## config.mk

```make
export PLATFORM = sky130hd
export DESIGN_NAME = icache_assoc
export DESIGN_NICKNAME = d
export VERILOG_FILES = /design/src/rtl/icache_assoc_pkg.sv /design/src/rtl/icache_assoc_lru.sv /design/src/rtl/icache_assoc.sv
export SDC_FILE = /design/constraint.sdc
export NUM_CORES = 2
export LEC_CHECK = 0
export ABC_AREA = 0
export BUFFER_PORTS_ARGS = -buffer_cell sky130_fd_sc_hd__buf_4
export CORE_MARGIN = 2
export CORE_UTILIZATION = 63
export CTS_BUF_LIST = sky130_fd_sc_hd__clkbuf_4 sky130_fd_sc_hd__clkbuf_8 sky130_fd_sc_hd__clkbuf_16
export CTS_CLUSTER_SIZE = 28
export DETAILED_ROUTE_END_ITERATION = 10
export HOLD_SLACK_MARGIN = 0.03
export PLACE_DENSITY = 0.82
export SYNTH_ARGS = -nofsm -noshare
export SYNTH_HDL_FRONTEND = slang
export SYNTH_SLANG_ARGS = --single-unit
```

## constraint.sdc

```tcl
create_clock -name CLK -period 4.8 [get_ports CLK]
set_clock_uncertainty 0.1 [all_clocks]
set_input_delay 0.48 -clock CLK [delete_from_list [all_inputs] [get_ports CLK]]
set_output_delay 0.48 -clock CLK [all_outputs]
set_load 0.01 [all_outputs]
```

## src/rtl/icache_assoc_pkg.sv

```systemverilog
// Shared types for the set-associative instruction cache.
package icache_assoc_pkg;

    // Miss-handling state machine: idle lookup, block fill from memory, line install.
    typedef enum logic [1:0] {
        IDLE  = 2'd0,
        FILL  = 2'd1,
        WRITE = 2'd2
    } icache_state_t;

endpackage

```

## src/rtl/icache_assoc_lru.sv

```systemverilog
// Per-set true-LRU tracker built from per-way age counters (0 = most recent).
module icache_lru #(
    parameter int WAYS = 2,
    parameter int WAYW = 1
) (
    input  logic            CLK,
    input  logic            nRST,
    input  logic            clear_i,
    input  logic            access_i,
    input  logic [WAYW-1:0] access_way_i,
    input  logic [WAYS-1:0] valid_i,
    output logic [WAYW-1:0] victim_o
);

    logic [WAYW-1:0] age_q [WAYS];

    // Age update: the accessed way becomes youngest and every way not older than it ages
    // by one; ageing equal-aged ways lets the all-zero starting state settle into a
    // strict ordering as ways are touched, saturating at the oldest age.
    always_ff @(posedge CLK or negedge nRST) begin
        if (!nRST) begin
            for (int w = 0; w < WAYS; w++) age_q[w] <= '0;
        end else if (clear_i) begin
            for (int w = 0; w < WAYS; w++) age_q[w] <= '0;
        end else if (access_i) begin
            for (int w = 0; w < WAYS; w++) begin
                if (WAYW'(w) == access_way_i) begin
                    age_q[w] <= '0;
                end else if ((age_q[w] <= age_q[access_way_i]) &&
                             (age_q[w] != WAYW'(WAYS - 1))) begin
                    age_q[w] <= age_q[w] + WAYW'(1);
                end
            end
        end
    end

    // Victim choice: lowest-numbered invalid way, otherwise the oldest way (lowest index on a tie).
    always_comb begin
        logic [WAYW-1:0] oldest;
        logic [WAYW-1:0] oldest_age;
        logic [WAYW-1:0] invalid_way;
        logic            have_invalid;
        oldest       = '0;
        oldest_age   = '0;
        invalid_way  = '0;
        have_invalid = 1'b0;
        for (int w = 0; w < WAYS; w++) begin
            if (age_q[w] > oldest_age) begin
                oldest     = WAYW'(w);
                oldest_age = age_q[w];
            end
        end
        for (int w = WAYS - 1; w >= 0; w--) begin
            if (!valid_i[w]) begin
                invalid_way  = WAYW'(w);
                have_invalid = 1'b1;
            end
        end
        victim_o = have_invalid ? invalid_way : oldest;
    end

endmodule

```

## src/rtl/icache_assoc.sv

```systemverilog
// Set-associative instruction cache: combinational hits, LRU replacement,
// multi-word block fill from memory, whole-cache flush and hit/miss counters.
module icache_assoc
    import icache_assoc_pkg::*;
#(
    parameter int SETS  = 8,
    parameter int WAYS  = 2,
    parameter int WORDS = 2
) (
    input  logic        CLK,
    input  logic        nRST,
    input  logic        imemREN_i,
    input  logic [31:0] imemaddr_i,
    input  logic        iflush_i,
    output logic        ihit_o,
    output logic [31:0] imemload_o,
    output logic        iREN_o,
    output logic [31:0] iaddr_o,
    input  logic        iwait_i,
    input  logic [31:0] iload_i,
    output logic [31:0] hit_count_o,
    output logic [31:0] miss_count_o
);

    localparam int OB   = $clog2(WORDS);
    localparam int IB   = $clog2(SETS);
    localparam int TB   = 30 - OB - IB;
    localparam int OBW  = (OB > 0) ? OB : 1;
    localparam int WAYW = (WAYS > 1) ? $clog2(WAYS) : 1;

    // Saturating 32-bit counter increment.
    function automatic logic [31:0] sat_inc(input logic [31:0] v);
        return (v == 32'hFFFF_FFFF) ? v : v + 32'd1;
    endfunction

    // Line storage
    logic [WAYS-1:0] valid_q [SETS];
    logic [TB-1:0]   tag_q   [SETS][WAYS];
    logic [31:0]     data_q  [SETS][WAYS][WORDS];

    // Miss handling registers
    icache_state_t   state_q;
    logic [31:0]     linebuf_q [WORDS];
    logic [IB-1:0]   fill_idx_q;
    logic [TB-1:0]   fill_tag_q;
    logic [WAYW-1:0] victim_q;
    logic [OBW-1:0]  beat_q;
    logic            iREN_q;
    logic [31:0]     iaddr_q;
    logic [31:0]     hit_count_q;
    logic [31:0]     miss_count_q;

    // Request decode
    logic [IB-1:0]   req_idx;
    logic [TB-1:0]   req_tag;
    logic [OBW-1:0]  req_woff;
    logic [31:0]     req_base;
    logic            hit_any;
    logic [WAYW-1:0] hit_way;
    logic            ihit;
    logic            beat_done;
    logic [WAYW-1:0] lru_way;
    logic [WAYW-1:0] set_victim [SETS];

    assign req_idx   = imemaddr_i[2 + OB +: IB];
    assign req_tag   = imemaddr_i[2 + OB + IB +: TB];
    assign req_woff  = (OB > 0) ? imemaddr_i[2 +: OBW] : '0;
    assign req_base  = imemaddr_i & ~32'(WORDS * 4 - 1);
    assign beat_done = iREN_q && !iwait_i;

    // Tag compare across every way of the indexed set.
    always_comb begin
        hit_any = 1'b0;
        hit_way = '0;
        for (int w = 0; w < WAYS; w++) begin
            if (valid_q[req_idx][w] && (tag_q[req_idx][w] == req_tag)) begin
                hit_any = 1'b1;
                hit_way = WAYW'(w);
            end
        end
    end

    assign ihit         = imemREN_i && (state_q == IDLE) && hit_any;
    assign ihit_o       = ihit;
    assign imemload_o   = ihit ? data_q[req_idx][hit_way][req_woff] : 32'd0;
    assign iREN_o       = iREN_q;
    assign iaddr_o      = iaddr_q;
    assign hit_count_o  = hit_count_q;
    assign miss_count_o = miss_count_q;

    // A hit and a line install never coincide, so one shared way bus feeds every set's tracker.
    assign lru_way = (state_q == WRITE) ? victim_q : hit_way;

    genvar s;
    generate
        for (s = 0; s < SETS; s++) begin : g_lru
            logic acc;
            assign acc = !iflush_i &&
                         (((state_q == WRITE) && (fill_idx_q == IB'(s))) ||
                          (ihit && (req_idx == IB'(s))));
            icache_lru #(
                .WAYS (WAYS),
                .WAYW (WAYW)
            ) u_lru (
                .CLK          (CLK),
                .nRST         (nRST),
                .clear_i      (iflush_i),
                .access_i     (acc),
                .access_way_i (lru_way),
                .valid_i      (valid_q[s]),
                .victim_o     (set_victim[s])
            );
        end
    endgenerate

    // Miss FSM: latches the block and victim on a miss, streams beats into the line
    // buffer, then spends one cycle installing; flush aborts from any state.
    always_ff @(posedge CLK or negedge nRST) begin
        if (!nRST) begin
            state_q      <= IDLE;
            iREN_q       <= 1'b0;
            iaddr_q      <= '0;
            beat_q       <= '0;
            fill_idx_q   <= '0;
            fill_tag_q   <= '0;
            victim_q     <= '0;
            hit_count_q  <= '0;
            miss_count_q <= '0;
            for (int k = 0; k < WORDS; k++) linebuf_q[k] <= '0;
        end else if (iflush_i) begin
            state_q <= IDLE;
            iREN_q  <= 1'b0;
        end else begin
            case (state_q)
                IDLE: begin
                    if (ihit) begin
                        hit_count_q <= sat_inc(hit_count_q);
                    end else if (imemREN_i && !hit_any) begin
                        state_q      <= FILL;
                        iREN_q       <= 1'b1;
                        iaddr_q      <= req_base;
                        beat_q       <= '0;
                        fill_idx_q   <= req_idx;
                        fill_tag_q   <= req_tag;
                        victim_q     <= set_victim[req_idx];
                        miss_count_q <= sat_inc(miss_count_q);
                    end
                end
                FILL: begin
                    if (beat_done) begin
                        linebuf_q[beat_q] <= iload_i;
                        if (beat_q == OBW'(WORDS - 1)) begin
                            state_q <= WRITE;
                            iREN_q  <= 1'b0;
                        end else begin
                            beat_q  <= beat_q + OBW'(1);
                            iaddr_q <= iaddr_q + 32'd4;
                        end
                    end
                end
                WRITE: begin
                    state_q <= IDLE;
                end
                default: begin
                    state_q <= IDLE;
                    iREN_q  <= 1'b0;
                end
            endcase
        end
    end

    // Line array: flush drops every valid bit; the install cycle writes buffer, tag and valid.
    always_ff @(posedge CLK or negedge nRST) begin
        if (!nRST) begin
            for (int i = 0; i < SETS; i++) begin
                valid_q[i] <= '0;
                for (int w = 0; w < WAYS; w++) begin
                    tag_q[i][w] <= '0;
                    for (int k = 0; k < WORDS; k++) data_q[i][w][k] <= '0;
                end
            end
        end else if (iflush_i) begin
            for (int i = 0; i < SETS; i++) valid_q[i] <= '0;
        end else if (state_q == WRITE) begin
            valid_q[fill_idx_q][victim_q] <= 1'b1;
            tag_q[fill_idx_q][victim_q]   <= fill_tag_q;
            for (int k = 0; k < WORDS; k++) data_q[fill_idx_q][victim_q][k] <= linebuf_q[k];
        end
    end

endmodule
```

==> impl_metrics.env <==
export IMPL_clockBufferDepth=3
export IMPL_critPathBufInv=4
export IMPL_syn_avg_cell_area_um2=15.10
export IMPL_grt_first_pass_wirelength_um=299900
export IMPL_rsz0062_at_grt="yes"
export IMPL_rr_worst_depth=11
export IMPL_p_total_mw=31.11
export IMPL_fin_area_mm2=0.08728
export IMPL_placed_area_mm2=0.08014
export IMPL_drc=0
export IMPL_ir_drop_v=0.0003834
export IMPL_hold_violations=0
export IMPL_tightest_slew_ns=1.157
export IMPL_synth_top_area_share_pct=54.98
export IMPL_max_freq_ghz=0.2058
export IMPL_drt_iter0_drc=4193
export IMPL_synthTopCellsByArea="dfrtp_1, mux2_2, mux4_2, mux2i_1, clkbuf_1"
export IMPL_rrSetupSlack_ns=0.93
export IMPL_start_util_pct=63.30
export IMPL_path_delay_family="simple AND/OR/NAND/NOR gates"
export IMPL_overflow=0
export IMPL_yosys_warnings=0
export IMPL_ys_seq_area_share_pct=54.98
export IMPL_ys_seq_elements=1664
export IMPL_status="complete, but fails checks"
export IMPL_crit_start="tag_q[50]$_DFFE_PN0P_"
export IMPL_num_rows=127
export IMPL_setup_ws_ns=-0.05893
export IMPL_synth_cell_type_count=73
export IMPL_viasPerCell=6.558
export IMPL_cts_made_buffers=169
export IMPL_dpl_cell_count=6621
export IMPL_area_growth_pct=15.23
export IMPL_power_leakage_nw=42.02
export IMPL_via_count=45980
export IMPL_grt_max_degree=123
export IMPL_holdWs_ns=0.1701
export IMPL_worstPathArrival_ns=4.28
export IMPL_core_mm2=0.1197
export IMPL_antenna_found_initial=1
export IMPL_cellPowerDensity_mw_per_mm2=356.5
export IMPL_min_period_ns=4.859
export IMPL_wl_per_cell_um=27.89
export IMPL_cp_cell_sequence="mux4_2, mux2i_4, xor2_2, nand4_1, nor4_2, and4_2, buf_6, o2111ai_4, buf_12, buf_4, o22a_1, o221ai_4, buf_4"
export IMPL_drv_cap=0
export IMPL_netlist_area_mm2=0.07574
export IMPL_die_w_um=350.7
export IMPL_violations="setup timing"
export IMPL_timing_rr_end="fill_tag_q[10]$_DFFE_PN0P_"
export IMPL_wirelength_um=195600
export IMPL_critPathRequiredTime_ns=4.22
export IMPL_maxSlewHeadroom_pct=22.14
export IMPL_cts_sinks=1664
export IMPL_clkSlewWorstSetupHoldPaths_ns=0.06
export IMPL_synthFlopType="dfrtp_1"
export IMPL_cp_slowest_stage_delay_ns=0.50
export IMPL_antenna_cells=0
export IMPL_synthCells=5015
export IMPL_start_kind="flip-flop"
export IMPL_cp_common_cell="buf_4"
export IMPL_grt_pass1_vias=48330
export IMPL_htreeDepth=4
export IMPL_finalSetupViolations=11
export IMPL_portBuffers=194
export IMPL_cts_root_buffer="clkbuf_16"
export IMPL_place_congestion=0.9033
export IMPL_cp_slowest_cell="mux4_2"
export IMPL_path_class="flip-flop to primary output"
export IMPL_dieArea_mm2=0.1230
export IMPL_drv_slew=0
export IMPL_fillers=7286
export IMPL_cts_tree="done"
export IMPL_end_kind="primary output"
export IMPL_worstHoldPathType="input port to asynchronous set/reset pin"
export IMPL_final_nets=5331
export IMPL_synth_edf_count=0
export IMPL_crit_fanout=7
export IMPL_dp_slack_ns=0.08187
export IMPL_io_pins=199
export IMPL_ant_nets=0
export IMPL_place_hpwl_um=114500
export IMPL_min_period_over_period_pct=101.2
export IMPL_worstReg2RegStart="tag_q[276]$_DFFE_PN0P_"
export IMPL_die_h_um=350.7
export IMPL_clk_insertion_delay_late_ns=0.81
export IMPL_async_reset_ff_share_pct=100.0
export IMPL_drtPass1Iterations=7
export IMPL_drive_gt1_share_pct=50.51
export IMPL_crit_cells=13
export IMPL_yosys_area_top_type="dfrtp_1"
export IMPL_track_usage_pct=32.36
export IMPL_fin_cells=7011
worst max path at each step:
| stage | end | slack, ns |
|---|---|---|
| 2_1_floorplan | imemload_o[0] | 0.83 |
| 3_3_place_gp | imemload_o[20] | 0.10 |
| 3_5_place_dp | imemload_o[20] | 0.08 |
| 4_1_cts | imemload_o[20] | -0.02 |
| 5_1_grt | imemload_o[20] | -0.18 |
| 6_report | imemload_o[20] | -0.06 |
cells by family (layout without fill, tap and decap cells):
group                    after synthesis  after routing  share of synthesized area [%]
other                                  1              2                       0.004951
multiplexers                        2091           2091                          35.25
buffers and inverters                453            836                          2.562
flip-flops                          1664           1664                          54.98
AO/OA/AOI/OAI                        326            326                          3.304
AND/OR/NAND/NOR                      369            369                          2.605
adder cells (fa/ha/maj)                3              3                        0.04956
XOR/XNOR                             108            108                          1.249
worst reg2reg max path: cells and delay by family (launching register included):
kind	cells	cell delay, ns
AND/OR/NAND/NOR	4	1.17
multiplexers	2	0.90
buffers and inverters	2	0.51
AO/OA/AOI/OAI	2	0.49
XOR/XNOR	1	0.20
flip-flops	1	0.38
power breakdown:
part | total, mW | switching [mW] | leakage (nW) | internal, mW
clock network | 14.0 | 5.68 | 3.02 | 8.35
logic | 1.83 | 1.05 | 16.0 | 0.776
registers | 15.3 | 0.923 | 23.0 | 14.3
registers in the layout, summed over array words and instances, names as in the netlist, 16 cells and up:
| signal | flops |
|---|---|
| g_lru.u_lru.age_q | 16 |
| fill_tag_q | 26 |
| iaddr_o | 30 |
| miss_count_o | 32 |
| data_q | 1024 |
| tag_q | 416 |
| hit_count_o | 32 |
| valid_q | 16 |
| linebuf_q | 64 |
cells in the mapped netlist (all sizes together), types with 22 or more instances:
| cell type | number |
|---|---|
| clkbuf | 337 |
| nand2 | 76 |
| and3 | 22 |
| o21ai | 72 |
| nand4 | 34 |
| o221ai | 40 |
| mux4 | 302 |
| mux2 | 1591 |
| buf | 78 |
| o22a | 37 |
| nor3 | 33 |
| a21oi | 36 |
| xor2 | 49 |
| xnor2 | 59 |
| inv | 37 |
| nor2 | 57 |
| nor4 | 24 |
| dfrtp | 1664 |
| mux2i | 198 |
| nand3 | 54 |
| o22ai | 33 |
metrics by stage:
stage / utilization, % / TNS (ns)
6_report: 72.94 / -0.2600
4_1_cts: 72.65 / -0.01927
2_1_floorplan: - / 0
5_1_grt: 72.94 / -3.733
3_5_place_dp: 66.97 / 0
3_3_place_gp: 66.97 / 0
layout by cell type (no fill, tap or decap), types with 16 or more instances in the layout:
| cell | count |
|---|---|
| xor2_1 | 45 |
| mux4_2 | 302 |
| nand4_1 | 34 |
| nand3_1 | 54 |
| nand2_1 | 66 |
| mux2_2 | 1588 |
| nor3_1 | 31 |
| and3_1 | 22 |
| dlygate4sd3_1 | 60 |
| nor4_1 | 17 |
| clkbuf_16 | 172 |
| nor2_1 | 49 |
| bufinv_16 | 16 |
| inv_1 | 37 |
| buf_12 | 69 |
| buf_4 | 346 |
| dfrtp_1 | 1664 |
| a21oi_1 | 35 |
| o221ai_2 | 23 |
| o21ai_0 | 71 |
| clkinv_2 | 25 |
| o22ai_1 | 33 |
| o22a_1 | 37 |
| xnor2_1 | 58 |
| clkbuf_4 | 34 |
| clkbuf_8 | 46 |
| mux2i_1 | 184 |
cell type report:
| type | count | area, µm² | area share, % |
|---|---|---|---|
| flip-flops and latches | 1664 | 41640 | 47.71 |
| multi-input cells | 2899 | 32660 | 37.42 |
| clock buffers | 251 | 5167 | 5.921 |
| repair buffers | 487 | 4801 | 5.501 |
| well taps | 1612 | 2017 | 2.311 |
| clock inverters | 60 | 850.8 | 0.9748 |
| inverters | 38 | 142.6 | 0.1634 |
routing by layer:
metal / global-route usage [%] / up-vias / wire length, µm
met1: 45.01 / 24720 / 81180
li1: - / 19170 / -
met4: 14.11 / 2 / 8572
met2: 50.88 / 1673 / 93120
met5: 0 / - / 13
met3: 5.595 / 420 / 12680
timing repair:
action / 4_1_cts / 5_1_grt
pin swaps: 7 / 13
cloned: 1 / 1
buffers inserted: 6 / 13
setup endpoints to repair: 32 / 32
hold buffers: 60 / 0
endpoints found under the hold margin: 217 / 0
gates resized for setup: 13 / 39
No activity file was read; power rests on OpenSTA's default activity.
